===== src/rtl/mem_bus_arbiter.sv =====
// rtl/mem_bus_arbiter.sv - fetch/data arbiter onto one shared memory port, one transaction outstanding
module mem_bus_arbiter #(
    parameter int STARVE_MAX = 4
) (
    input  logic        clk,
    input  logic        rst,

    input  logic        i_req,
    input  logic [63:0] i_addr,
    input  logic        i_flush,
    output logic        i_gnt,
    output logic        i_rvalid,
    output logic [31:0] i_rdata,

    input  logic        d_req,
    input  logic        d_wen,
    input  logic [63:0] d_addr,
    input  logic [63:0] d_wdata,
    input  logic [7:0]  d_mask,
    output logic        d_gnt,
    output logic        d_rvalid,
    output logic [63:0] d_rdata,

    output logic        bus_req,
    output logic        bus_wen,
    output logic [63:0] bus_addr,
    output logic [63:0] bus_wdata,
    output logic [7:0]  bus_mask,
    input  logic        bus_ready,
    input  logic        bus_rvalid,
    input  logic [63:0] bus_rdata
);

    localparam int CW = (STARVE_MAX < 1) ? 1 : $clog2(STARVE_MAX + 1);

    typedef enum logic [1:0] {
        S_IDLE,
        S_REQ,
        S_WAIT
    } state_t;

    state_t        state;
    state_t        state_nxt;
    logic          owner_d;
    logic          drop;
    logic [CW-1:0] starve_cnt;
    logic          starve_full;
    logic          i_win;

    assign starve_full = (int'(starve_cnt) >= STARVE_MAX);

    // Data normally wins; a waiting fetch takes the bus once it has been passed over STARVE_MAX times.
    assign i_win = i_req && (!d_req || starve_full);

    always_comb begin
        state_nxt = state;
        bus_req   = 1'b0;
        i_gnt     = 1'b0;
        d_gnt     = 1'b0;
        i_rvalid  = 1'b0;
        d_rvalid  = 1'b0;
        unique case (state)
            S_IDLE: begin
                if (i_req || d_req) begin
                    state_nxt = S_REQ;
                end
            end
            S_REQ: begin
                bus_req = 1'b1;
                if (bus_ready) begin
                    state_nxt = S_WAIT;
                    i_gnt     = !owner_d;
                    d_gnt     = owner_d;
                end
            end
            S_WAIT: begin
                if (bus_rvalid) begin
                    state_nxt = S_IDLE;
                    i_rvalid  = !owner_d && !drop && !i_flush;
                    d_rvalid  = owner_d;
                end
            end
            default: state_nxt = S_IDLE;
        endcase
    end

    assign i_rdata = i_rvalid ? bus_rdata[31:0] : 32'd0;
    assign d_rdata = d_rvalid ? bus_rdata : 64'd0;

    always_ff @(posedge clk or posedge rst) begin
        if (rst) begin
            state      <= S_IDLE;
            owner_d    <= 1'b0;
            drop       <= 1'b0;
            starve_cnt <= '0;
            bus_wen    <= 1'b0;
            bus_addr   <= 64'd0;
            bus_wdata  <= 64'd0;
            bus_mask   <= 8'd0;
        end else begin
            state <= state_nxt;
            unique case (state)
                S_IDLE: begin
                    if (i_win) begin
                        owner_d    <= 1'b0;
                        bus_wen    <= 1'b0;
                        bus_addr   <= i_addr;
                        bus_wdata  <= 64'd0;
                        bus_mask   <= 8'hFF;
                        starve_cnt <= '0;
                    end else if (d_req) begin
                        owner_d   <= 1'b1;
                        bus_wen   <= d_wen;
                        bus_addr  <= d_addr;
                        bus_wdata <= d_wdata;
                        bus_mask  <= d_mask;
                        if (!i_req) begin
                            starve_cnt <= '0;
                        end else if (!starve_full) begin
                            starve_cnt <= starve_cnt + CW'(1);
                        end
                    end else begin
                        starve_cnt <= '0;
                    end
                end
                S_REQ: begin
                    if (!owner_d && i_flush) begin
                        drop <= 1'b1;
                    end
                end
                S_WAIT: begin
                    // Clearing on completion takes precedence over a same-cycle flush.
                    if (bus_rvalid) begin
                        drop <= 1'b0;
                    end else if (!owner_d && i_flush) begin
                        drop <= 1'b1;
                    end
                end
                default: drop <= 1'b0;
            endcase
        end
    end

endmodule


===== config.mk =====
export PLATFORM = sky130hd
export DESIGN_NAME = mem_bus_arbiter
export DESIGN_NICKNAME = d
export VERILOG_FILES = /design/src/rtl/mem_bus_arbiter.sv
export SDC_FILE = /design/constraint.sdc
export NUM_CORES = 1
export LEC_CHECK = 0
export ABC_AREA = 1
export CAP_MARGIN = 20
export CORE_AREA = 8 8 192 194
export DETAILED_ROUTE_END_ITERATION = 8
export DIE_AREA = 0 0 200 202
export GPL_ROUTABILITY_DRIVEN = 1
export GPL_TIMING_DRIVEN = 0
export HOLD_SLACK_MARGIN = 0.15
export PLACE_DENSITY = 0.58
export SYNTH_ARGS = -nofsm -noshare
export SYNTH_HDL_FRONTEND = slang
export SYNTH_SLANG_ARGS = --single-unit

===== constraint.sdc =====
create_clock -name clk -period 6.55 [get_ports clk]
set_input_delay 1.31 -clock clk [delete_from_list [all_inputs] [get_ports clk]]
set_output_delay 1.31 -clock clk [all_outputs]
set_load 0.02 [all_outputs]

==> out/results.txt <==
After the last flow step, the layout net total stands at 1917. The measured slew at the worst slew-check pin was 0.7830 ns; the floorplan die area was 40400 sq um. The core footprint is 33950 sq um. The total of max-cap violations is 0. IR analysis of the VDD net gives a maximum drop of 0.1871 mV. In the routed layout, each cell is associated on average with a via count of 4.171.

STA classifies the critical path endpoint as an output pin. The deepest level of the CTS H-tree is 4, and the XOR/XNOR share of the synthesized area is 0%. Summed over its instances, the top area cell type makes up 46.90% of the synthesized netlist area. The share of total power in sequential cells is 28.6%, and the portion of the clock cycle consumed by the worst path in the final layout is 72.84%. The first routing iteration left 435 violations. Filler cell count in the final layout: 3489. On the worst path, the slowest cell contributes a delay of 0.65 ns. The clock transition at the registers of the reported paths works out to 0.07 ns. For flop-to-flop paths, the worst setup slack is 4.51 ns. The routed design has 40120 microns of wire. TritonCTS created 17 clock buffers. In this run the static leakage power is 0.007132 uW.

Cells fill 41.24% of the core in the end. The routed wirelength normalized by instance count was 18.98 microns. A synthesized cell averages 6.916 sq um. The number of nets handed over by synthesis was 1388. The worst setup path is of the primary input to output pin kind.

After synthesis, the netlist uses 19 different library cells. For the clock network fraction of total power, the log shows 19.2%. Setup repair after global routing left no endpoint under its margin. The initial antenna violation count is 7, and the maximum fanout count along the critical path is 10. Leaving out fill and tap cells, the most frequent cell in the layout is clkdlybuf4s50_1. The instance count along the most critical hold path is 2. Summing the areas of all compound-gate instances in the mapped netlist gives 0.6351% of the synthesized area. Depth of the worst register-to-register path: 8.

Clock latency reported for the late side of the worst-skew pair: 0.43 ns. In the layout the commonest cells are clkdlybuf4s50_1, nand2_1, inv_1, nand3_1, dfrtp_1. The run gives 0 as the hold buffer count at CTS. The worst setup path is launched from a primary input. The worst hold path begins at bus_mask[1]. The die width was 200 microns.

Power density relative to cell area: 387.0 nW/um^2. The startpoint identified for the worst register-to-register timing path is starve_cnt[2]. Pin count of the biggest net entering global routing: 84. The floorplan step set the die height to 202 microns. Of the cells placed in the final design, the portion with a size suffix greater than 1 is 4.719%.

After synthesis, the cell types taking the most area are dfrtp_1, nand2_1, nand3_1. After Yosys synthesis, and, or, nand and nor cells account for 35.94% of the synthesized area. For this run, the number of Yosys warnings is 0. The tools report the fmax as 209.6 MHz. The floorplan has 68 rows.

The boundary pin count was 510; the switching portion of total power was 42.25%. Counting every sink on the clock net gives 144. The cell count after synthesis came out at 1111. The overall global routing resource usage was 19.37%; the worst endpoint data arrival time was 3.46 ns.

The run gives 0 as the final routed DRC violation total. The tools report the relative max-transition margin as 47.80%. The number of port buffers came out at 509. In this run the clock root is driven by a clkbuf_16. By area, the combinational part of the netlist is dominated by simple AND/OR/NAND/NOR gates. The effective utilization at floorplan is 22.63%. Required time of the critical path: 5.24 ns.

For this run the aggregate overflow at the end of global routing stands at 0. Number of hold violations in the final report: 0. The netlist area before placement is 7684 sq um, and the worst hold slack is 0.4733 ns. For the first-pass GRT wire length, the log shows 58260 microns. For the finished layout, the period the worst path requires is 4.771 ns. Summed over all nets, the switching power comes to 2289 uW. In this run the deepest clock path goes through 2 buffers. In the synthesized netlist, mux cells make up 0% of the area. dfrtp_1 takes more of the synthesized area than any other cell. The post-synthesis to final-layout area growth was 82.22%.

Classification of the worst-slack hold path: flip-flop to flip-flop. The cell-internal power was 3129 uW. Setup violations remaining at the end of the flow were counted as 0.

The logs give 9115 for the via count of the first global-routing pass and 32560 microns for the detailed-placement wirelength estimate. After clock tree synthesis, the repair step resized 0 gates. The part of the Yosys area used for sequential elements was 46.90%. Summing the areas of all fa, ha and maj instances in the mapped netlist gives 0.8142% of the synthesized area. Routability-driven placement finished with a final weighted congestion of 0.8914. The antenna violation net count after detailed routing was 0; the worst setup skew after layout was 0.01462 ns.

TritonCTS built the clock tree. The max-slew violation count was 0. Source of the critical timing path: bus_rvalid. The multi-input gate area in the final layout came out at 2873 sq um. For this design, the slowest cell found on the critical path is clkdlybuf4s50_1. The signal on the critical path passes through clkdlybuf4s50_1, nand3_1, clkbuf_1, clkbuf_1, nor2_1, clkdlybuf4s50_1. Summing over every cut layer, the via total after detailed routing is 8817. The register cell area after layout is 3603 sq um, and the total of flip-flops plus latches after synthesis is 144.

After clock tree synthesis, the setup repair step added 0 buffers. The pre-antenna-repair detailed-routing pass consisted of 5 iterations. The run finished with clean final reports. The run gives 52.2% as the power share of the combinational group.
cells by family (layout without fill, tap and decap cells):
group	Yosys count	count (layout)
buffers and inverters	288	830
adder cells (fa/ha/maj)	5	5
AO/OA/AOI/OAI	7	7
flip-flops	144	144
AND/OR/NAND/NOR	667	667
other	0	6
sequential cells by signal (all words and copies together) (netlist names):
signal	cells
bus_addr	64
bus_wen	1
bus_mask	8
starve_cnt	3
owner_d	1
drop	1
state	2
bus_wdata	64
layer usage:
layer / vias to the layer above / share of wire [%] / GRT usage (%)
met3: 40 / 7.6 / 5.289
met1: 4070 / 37 / 20.90
met4: 2 / 2.9 / 7.306
met2: 343 / 52 / 35.23
li1: 4362 / - / -
met5: - / 0.025 / 0
power by group through the flow:
stage,clock (uW),sequential (uW),combinational (uW)
finish,1040,1550,2830
detailed placement,0,1550,2870
floorplan,0,2030,893
global placement,0,1540,2850
CTS,1080,1550,2880
global route,1100,1600,3070
worst paths after layout:
check                           endpoint
setup / recovery             d_rdata[19]
hold / removal               bus_mask[1]
setup reg to reg            bus_addr[59]
hold reg to reg              bus_mask[1]
max in group asynchronous   bus_addr[39]
min in group asynchronous  bus_wdata[30]
through the flow:
| stage | total power (uW) | cell area (sq um) | TNS [ns] | cells | setup WS [ns] |
|---|---|---|---|---|---|
| 5_1_grt | 5765 | 14000 | 0 | 2114 | 1.616 |
| 4_1_cts | 5502 | 13990 | 0 | 2108 | 1.744 |
| 6_report | 5418 | 14000 | 0 | 2114 | 1.779 |
| 3_5_place_dp | 4419 | 13380 | 0 | 2076 | 1.756 |
| 3_3_place_gp | 4394 | 13350 | -162.31 | 2075 | -1.147 |
| 2_1_floorplan | 2921 | 7684 | 0 | 1111 | 1.374 |
critical path: cells and delay by family:
kind,cells,cell delay [ns]
buf+inv,4,1.96
simple gates,2,0.18
cell usage after synthesis:
cell and number:
inv_2 2, o22ai_1 2, buf_4 5, buf_2 26
buf_6 10, nand3_1 197, ha_1 5, a21oi_4 1
nor3_1 2, nand4_1 2, inv_1 217, a21oi_1 2
dfrtp_1 144, clkbuf_1 26, o21ai_0 2, nand3b_1 1
nand2_1 367, nor2_1 98, buf_1 2
layout make-up:
cell class	instances	share of cell area, %
clock buffers	18	3.137
well taps	455	4.066
plain buffers	69	2.752
flip-flops and latches	144	25.74
inverters	219	5.907
multi-input cells	679	20.52
repair buffers	510	36.59
clock inverters	14	1.189
diodes	6	0.1072
No activity file was read; power rests on OpenSTA's default activity.
